==> src/rtl/vga_timing_gen.sv <==
// VGA raster timing generator: pixel/line counters with registered sync, blank and pulse decode.
// A run request starts scanning at (0,0); dropping it finishes the current frame, then the block idles.
module vga_timing_gen #(
    parameter int H_DISP    = 640,
    parameter int H_FP      = 16,
    parameter int H_SYNC    = 96,
    parameter int H_BP      = 48,
    parameter int V_DISP    = 480,
    parameter int V_FP      = 10,
    parameter int V_SYNC    = 2,
    parameter int V_BP      = 33,
    parameter bit HSYNC_POL = 1'b0,
    parameter bit VSYNC_POL = 1'b0,
    parameter int CNT_W     = 10
) (
    input  logic             pclk,
    input  logic             reset,
    input  logic             pix_en,
    input  logic             en,
    output logic             hsync,
    output logic             vsync,
    output logic             valid,
    output logic [CNT_W-1:0] h_cnt,
    output logic [CNT_W-1:0] v_cnt,
    output logic             line_start,
    output logic             frame_start,
    output logic             vblank,
    output logic             busy,
    output logic [15:0]      frame_cnt
);

    localparam int HT = H_DISP + H_FP + H_SYNC + H_BP;
    localparam int VT = V_DISP + V_FP + V_SYNC + V_BP;

    localparam logic [CNT_W-1:0] H_LAST  = CNT_W'(HT - 1);
    localparam logic [CNT_W-1:0] V_LAST  = CNT_W'(VT - 1);
    localparam logic [CNT_W-1:0] H_ACT   = CNT_W'(H_DISP);
    localparam logic [CNT_W-1:0] V_ACT   = CNT_W'(V_DISP);
    localparam logic [CNT_W-1:0] HS_BEG  = CNT_W'(H_DISP + H_FP);
    localparam logic [CNT_W-1:0] HS_END  = CNT_W'(H_DISP + H_FP + H_SYNC - 1);
    localparam logic [CNT_W-1:0] VS_BEG  = CNT_W'(V_DISP + V_FP);
    localparam logic [CNT_W-1:0] VS_END  = CNT_W'(V_DISP + V_FP + V_SYNC - 1);

    typedef enum logic [1:0] {IDLE, RUN, STOP} state_t;

    state_t           state_q, state_d;
    logic [CNT_W-1:0] h_q, h_d, v_q, v_d;
    logic [15:0]      frame_q, frame_d;
    logic             valid_q, valid_d;
    logic             hs_q, hs_d, vs_q, vs_d, vb_q, vb_d;
    logic             ls_q, ls_d, fs_q, fs_d;
    logic             at_end, scan;
    logic [CNT_W-1:0] h_adv, v_adv;

    always_ff @(posedge pclk or posedge reset) begin
        if (reset) begin
            state_q <= IDLE;
            h_q     <= '0;
            v_q     <= '0;
            frame_q <= '0;
            valid_q <= 1'b0;
            hs_q    <= ~HSYNC_POL;
            vs_q    <= ~VSYNC_POL;
            vb_q    <= 1'b0;
            ls_q    <= 1'b0;
            fs_q    <= 1'b0;
        end else begin
            state_q <= state_d;
            h_q     <= h_d;
            v_q     <= v_d;
            frame_q <= frame_d;
            valid_q <= valid_d;
            hs_q    <= hs_d;
            vs_q    <= vs_d;
            vb_q    <= vb_d;
            ls_q    <= ls_d;
            fs_q    <= fs_d;
        end
    end

    always_comb begin
        state_d = state_q;
        h_d     = h_q;
        v_d     = v_q;
        frame_d = frame_q;
        valid_d = valid_q;
        hs_d    = hs_q;
        vs_d    = vs_q;
        vb_d    = vb_q;
        ls_d    = 1'b0;
        fs_d    = 1'b0;
        scan    = 1'b0;
        at_end  = (h_q == H_LAST) && (v_q == V_LAST);
        h_adv   = (h_q == H_LAST) ? '0 : h_q + CNT_W'(1);
        v_adv   = (h_q != H_LAST) ? v_q : ((v_q == V_LAST) ? '0 : v_q + CNT_W'(1));

        if (pix_en) begin
            unique case (state_q)
                IDLE: begin
                    if (en) begin
                        state_d = RUN;
                        h_d     = '0;
                        v_d     = '0;
                        scan    = 1'b1;
                    end
                end
                RUN, STOP: begin
                    if (at_end) frame_d = frame_q + 16'd1;
                    // A stopping scan parks at the frame boundary unless en returns on that very pixel.
                    if (state_q == STOP && at_end && !en) begin
                        state_d = IDLE;
                        h_d     = '0;
                        v_d     = '0;
                        valid_d = 1'b0;
                        hs_d    = ~HSYNC_POL;
                        vs_d    = ~VSYNC_POL;
                        vb_d    = 1'b0;
                    end else begin
                        state_d = en ? RUN : STOP;
                        h_d     = h_adv;
                        v_d     = v_adv;
                        scan    = 1'b1;
                    end
                end
                default: state_d = IDLE;
            endcase
        end

        // Decode from the next counters so every output lines up with the pixel it describes.
        if (scan) begin
            valid_d = (h_d < H_ACT) && (v_d < V_ACT);
            hs_d    = (h_d >= HS_BEG && h_d <= HS_END) ? HSYNC_POL : ~HSYNC_POL;
            vs_d    = (v_d >= VS_BEG && v_d <= VS_END) ? VSYNC_POL : ~VSYNC_POL;
            vb_d    = (v_d >= V_ACT);
            ls_d    = (h_d == '0);
            fs_d    = (h_d == '0) && (v_d == '0);
        end
    end

    assign hsync       = hs_q;
    assign vsync       = vs_q;
    assign valid       = valid_q;
    assign h_cnt       = h_q;
    assign v_cnt       = v_q;
    assign line_start  = ls_q;
    assign frame_start = fs_q;
    assign vblank      = vb_q;
    assign busy        = (state_q != IDLE);
    assign frame_cnt   = frame_q;

endmodule

==> config.mk <==
export PLATFORM = sky130hd
export DESIGN_NAME = vga_timing_gen
export DESIGN_NICKNAME = d
export VERILOG_FILES = /design/src/rtl/vga_timing_gen.sv
export SDC_FILE = /design/constraint.sdc
export NUM_CORES = 1
export LEC_CHECK = 0
export BUFFER_PORTS_ARGS = -buffer_cell sky130_fd_sc_hd__buf_4
export CAP_MARGIN = 30
export CORE_AREA = 2 2 64 79
export CTS_BUF_LIST = sky130_fd_sc_hd__clkbuf_4
export CTS_CLUSTER_SIZE = 30
export DETAILED_ROUTE_END_ITERATION = 8
export DIE_AREA = 0 0 66 81
export GPL_ROUTABILITY_DRIVEN = 0
export GPL_TIMING_DRIVEN = 0
export MAX_ROUTING_LAYER = met4
export PLACE_DENSITY_LB_ADDON = 0.12
export SLEW_MARGIN = 10
export SYNTH_ARGS = -nofsm -noshare
export SYNTH_HDL_FRONTEND = slang
export SYNTH_SLANG_ARGS = --single-unit
==> constraint.sdc <==
create_clock -name pclk -period 3.1 [get_ports pclk]
set_input_delay 0.62 -clock pclk [delete_from_list [all_inputs] [get_ports pclk]]
set_output_delay 0.62 -clock pclk [all_outputs]
set_load 0.01 [all_outputs]
# After elaboration in Yosys (flattened, before gate mapping)
# Cells that the tools add are included.
[classes]
n_bitwise = 0
order_cmp = 7
shift = 0
n_div = 0
n_mux = 33
n_mul = 0
reduce_logical = 19
add_sub_neg = 3
n_eq_ne = 6
[ops]
columns = ["op", "n"]
rows = [
  ["10-bit two-way mux", 9],
  ["10-bit case mux with 2 select lines", 2],
  ["10-bit by 1-bit adder with 10-bit output, second input constant", 2],
  ["10-bit equality test, second input constant", 2],
  ["10-bit by 9-bit greater-or-equal comparator with 1-bit output, second input constant", 2],
  ["10-bit zero test", 2],
  ["1-bit two-way mux", 17],
  ["16-bit by 1-bit adder with 16-bit output, second input constant", 1],
  ["10-bit greater-or-equal comparator, second input constant", 1],
  ["10-bit <= comparator, second input constant", 1],
  ["10-bit by 9-bit <= comparator with 1-bit output, second input constant", 1],
  ["10-bit less-than comparator, second input constant", 1],
  ["10-bit by 9-bit less-than comparator with 1-bit output, second input constant", 1],
  ["10-bit != test, second input constant", 1],
  ["2-bit nonzero test", 4],
  ["1-bit logical AND", 7],
  ["2-bit two-way mux", 3],
  ["3-bit AND reduction", 2],
  ["2-bit case mux with 2 select lines", 1],
  ["2-bit by 1-bit equality test with 1-bit output, second input constant", 1],
  ["2-bit equality test, second input constant", 1],
  ["2-bit zero test", 1],
  ["2-bit != test, second input constant", 1],
  ["1-bit case mux with 2 select lines", 1],
  ["3 further kinds", 3],
]
[word_totals]
word_cells = 78
out_inout_bits = 43
mem_count = 0
latch_bits = 0
in_bits = 4
mem_bits_ro = 0
ram_bits = 0
register_bits = 44

# Logic depth before layout (Yosys ltp)
[depth]
ltp_word = 11
depth_mapped = 10
depth_no_buf = 9

# Worst setup path before layout
# No wires, ideal clock.
[synth_timing]
path_kind = "reg-to-reg"
from = "register v_q[7] (netlist: v_cnt[7])"
to = "register frame_q[14] (netlist: frame_cnt[14])"
slack_ns = 0.581
arrival_time_ns = 2.393
n_path_buf = 0
required_time_ns = 2.975
path_stages_with_launch = 8
setup_time_ns = 0.125
period_less_slack_ns = 2.519
path_cell_list = "dfrtp_1 -> or4b_4 -> or3_4 -> or3_4 -> nor3_4 -> and4_4 -> nand4_1 -> xnor2_1"
[synth_between]
elab_chain_cells = 3
[synth_rtl]
columns = ["element", "line", "text"]
rows = [
  ["start, declared", "47", "logic [CNT_W-1:0] h_q, h_d, v_q, v_d;"],
  ["start signal, assigned", "70", "v_q <= v_d;"],
  ["10-bit equality test", "93", "at_end = (h_q == H_LAST) && (v_q == V_LAST);"],
  ["1-bit logical AND", "93", ""],
  ["3-bit AND reduction (no line)", "-", ""],
  ["end signal, assigned", "71", "frame_q <= frame_d;"],
  ["end, declared", "48", "logic [15:0] frame_q, frame_d;"],
]
# Every way passes these cells.
# A chain may end at the register's enable or synchronous reset.

# Worst setup path after layout
[layout_timing]
from = "register v_q[7] (netlist: v_cnt[7])"
to = "register vs_q (netlist: vsync)"
[layout_between]
elab_chain_cells = 11
word_cells_on_any_way = 23
cone_classes = "add/sub (1); order compare (2); eq/ne (1); mux (11); reduce/logical (8)"
[layout_rtl]
columns = ["element", "line", "text"]
rows = [
  ["parallel branches: the longest is 11 deep, another holds 10-bit by 1-bit adder with 10-bit output", "-", ""],
  ["end signal, assigned", "63", "vs_q <= ~VSYNC_POL;"],
  ["end signal, assigned", "74", "vs_q <= vs_d;"],
  ["end, declared", "50", "logic hs_q, hs_d, vs_q, vs_d, vb_q, vb_d;"],
]
# Parallel ways; which one is timed is not known.

==> metrics.md <==
| Metric | Value |
|---|---|
| Status | finished clean |
| Critical Path RT | 3.38 ns |
| Clk Tree Root Cell | clkbuf_4 |
| Ys Warns | 0 |
| DP Wirelength | roughly 4400 um |
| CTS HTree Levels | 2 |
| TritonCTS clock tree | done |
| Crit path max-delay family | simple AND/OR/NAND/NOR gates |
| Drt via density | a little under 6 |
| Final ANT Viol Nets | 0 |
| Syn nets | roughly 270 |
| Layout Skew | 0.00773 ns |
| Leak | ~1.4 nW |
| Core Rows | 28 |
| DR WL/cell | roughly 16 um |
| CP Cell Sequence | or4_1 > nor3_2 > a21oi_1 > a31oi_1 > nand4_1 > o32a_1 |
| Maximum vdd drop | 0.000268 V |
| Number of global-route vias before repair | just over 2000 |
| Die Y-Extent | a little over 80 um |
| Max Fclk | 347 MHz |
| NumNets Final | 320 |
| Initial DRC Count | between 100 and 150 |
| Crit path buf inv count | 0 |
| # hold bufs at CTS | 0 |
| Via count | 2170 |
| Drt drc | 0 |
| Final Hold Vio Count | 0 |
| Synth Cell Area | around 2500 um2 |
| Inserted Diodes | 0 |
| Min Clock Period, post-route | slightly below 3 ns |
| Number of synthesized register bits | 44 |
| Max stage delay on crit path | 0.56 ns |
| Initial Util | 52.3% |
| CTS buffer count | 5 |
| Power Total | 1.44 mW |
| Top-level I/O count | 47 |
| Sink Count | 44 |
| Post-synthesis cell type count | 56 |
| TritonRoute pass-1 iters | 4 |
| Type of origin of the critical path | register |
| Grt ovf | 0 |
| Final setup viols | 0 |
| Gr usage total | between 20% and 30% |
| Synth Flop Type | dfrtp_1 |
| CP endpoint kind | register |
| Slew HR | a little under half |
| Area growth from synthesis to layout | 20.4% |
| Max Fanout on Critical Path | 8 |
| Initial antenna violation count | 0 |
| Global-route wire length before repair | between 9000 and 10000 um |
| Crit-path slowest cell | or4_1 |
| Pwr/cell area | about 490 nW/um2 |
| Avg Inst Size Synth | slightly below 10 um2 |
| Final Cycle Share | about 93% |
| Cells after Synth | between 200 and 300 |
| Die extent in x | 66 um |
| # fillers | 447 |
| Critical path class | reg2reg |
| Pin count of the biggest net entering global routing | 24 |
| Most frequent cells in the layout | buf_4, dfrtp_1, nand2_1 |
| Hold Path Class | in2async |
| Non-filler cells, final | 370 |
| I/O Buffers | between 40 and 50 |
| Data arrival, critical path | ~3.2 ns |
| Layout cells sized above 1 | a little under a quarter |
| CORE AREA | roughly 4700 um2 |
| Die area | around 5300 um2 |
| Slew Viols, Final | 0 |
| Clock Tree Buf Depth | 2 |
| WL final | ~5700 um |
| Post-synth EDFFs | 0 |
| Measured slew at the worst slew-check pin | between 0.8 and 0.9 ns |
| Clk_lat worst skew | 0.35 ns |
| Post-CTS setup buffer count | 0 |
| Setup TNS Final | 0 ns |
| Async set-reset flop share out of synthesis | between 90% and 100% |
| Most common cell after layout, fill and taps aside | buf_4 |
| DP Cell Count | 362 |
| Clk slew on worst S/H paths | 0.13 ns |
| RSZ-0062 raised after global routing | no |
| Max-cap violations | 0 |
| Seq/Total Area, Yosys | ~45% |
stage by stage:
| step | hold WS [ns] | utilization, % | instance area [um2] | worst slack, ns |
|---|---|---|---|---|
| 4_1_cts | 0.296 | 63.0 | 2960 | 0.199 |
| 6_report | 0.295 | 63.0 | 2960 | 0.219 |
| 5_1_grt | 0.310 | 63.0 | 2960 | 0.0699 |
| 3_5_place_dp | 0.468 | 61.8 | 2900 | 0.217 |
| 3_3_place_gp | 0.463 | 61.2 | 2880 | 0.201 |
| 2_1_floorplan | 0.508 | - | 2450 | 0.581 |
report_power, final:
group          switching (mW)  internal (mW)  total (mW)  leakage, nW
Clock                   0.176         0.0931       0.269       0.0307
Combinational           0.279          0.214       0.493        0.745
Sequential             0.0496          0.626       0.675        0.598
Total                   0.504          0.933        1.44         1.37
final timing paths:
check | startpoint | end | slack (ns) | cells past startpoint
min in group pclk | frame_cnt[15]$_DFFE_PP0P_ | frame_cnt[15]$_DFFE_PP0P_ | 0.48 | 1
worst min register to register | frame_cnt[15]$_DFFE_PP0P_ | frame_cnt[15]$_DFFE_PP0P_ | 0.48 | 1
worst min-delay path | reset | h_cnt[0]$_DFF_PP0_ | 0.29 | 2
worst max register to register | v_cnt[7]$_DFF_PP0_ | vsync$_DFFE_PP1P_ | 0.22 | 6
worst max-delay path | v_cnt[7]$_DFF_PP0_ | vsync$_DFFE_PP1P_ | 0.22 | 6
max in group asynchronous | reset | frame_cnt[3]$_DFFE_PP0P_ | 2.31 | 3
synthesized netlist by cell type (2+ instances only):
cell	n	share of area (%)
dfrtp_1	42	43
nand2_1	29	4.4
nand4_1	14	3.6
nor2_1	14	2.1
o21ai_0	14	2.9
inv_1	12	1.8
nand3_1	12	2.4
xnor2_1	12	4.3
a21oi_1	9	1.8
ha_1	7	3.6
and3_1	5	1.3
o31ai_1	5	1.5
clkbuf_1	4	0.61
nand3b_1	4	1.2
nor3_1	4	0.82
nor4_1	4	1.0
or3_1	4	1.0
xor2_1	4	1.4
a21o_1	3	0.92
a31oi_1	3	0.76
a32o_1	3	1.2
nand2b_1	3	0.76
o221ai_1	3	1.1
and2_1	2	0.51
and4bb_2	2	1.0
dfstp_2	2	2.1
nor2b_1	2	0.51
nor3_2	2	0.82
o21a_1	2	0.61
or3_4	2	0.92
or4_1	2	0.61
flip-flops by register name, summed over array words and instances (netlist names):
register and cells:
v_cnt 10, valid 1, frame_start 1, h_cnt 10, state_q 2, hsync 1, frame_cnt 16, vsync 1
vblank 1, line_start 1
cell families (layout without fill, tap and decap cells):
group / Yosys count / in the layout / synth area share, %
buffers and inverters: 18 / 73 / 2.96
AO/OA/AOI/OAI: 52 / 52 / 14.4
adder cells (fa/ha/maj): 7 / 7 / 3.57
multiplexers: 1 / 1 / 0.408
flip-flops: 44 / 44 / 45.0
XOR/XNOR: 16 / 16 / 5.71
AND/OR/NAND/NOR: 117 / 117 / 28.0
worst reg2reg max path, cell delays in order, from the launching register on:
cell     delay, ns
dfrtp_1       0.48
or4_1         0.56
nor3_2        0.48
a21oi_1       0.17
a31oi_1       0.55
nand4_1       0.23
o32a_1        0.34
cell type report:
class	count	area (um2)	share of cell area, %
buffer	6	28.8	0.973
sequential	44	1100	37.3
tap	60	75.1	2.54
inverter	12	45.0	1.52
clock buffer	6	45.0	1.52
clock inverter	2	7.51	0.254
timing repair buffer	47	373	12.6
multi-input combinational	193	1280	43.3
timing repair:
| item | in CTS | in global routing |
|---|---|---|
| hold endpoints to repair | 0 | 0 |
| setup endpoints to repair | 0 | 1 |
| gates resized for setup | 0 | 2 |
routing by layer:
| metal | up-vias | track usage, % | wire, um |
|---|---|---|---|
| met3 | 2 | 4.02 | 272 |
| li1 | 1048 | - | - |
| met4 | 0 | 6.33 | 33 |
| met2 | 59 | 41.2 | 2960 |
| met1 | 1061 | 28.4 | 2480 |
| met5 | - | - | 0 |
No activity file was read; power rests on OpenSTA's default activity.
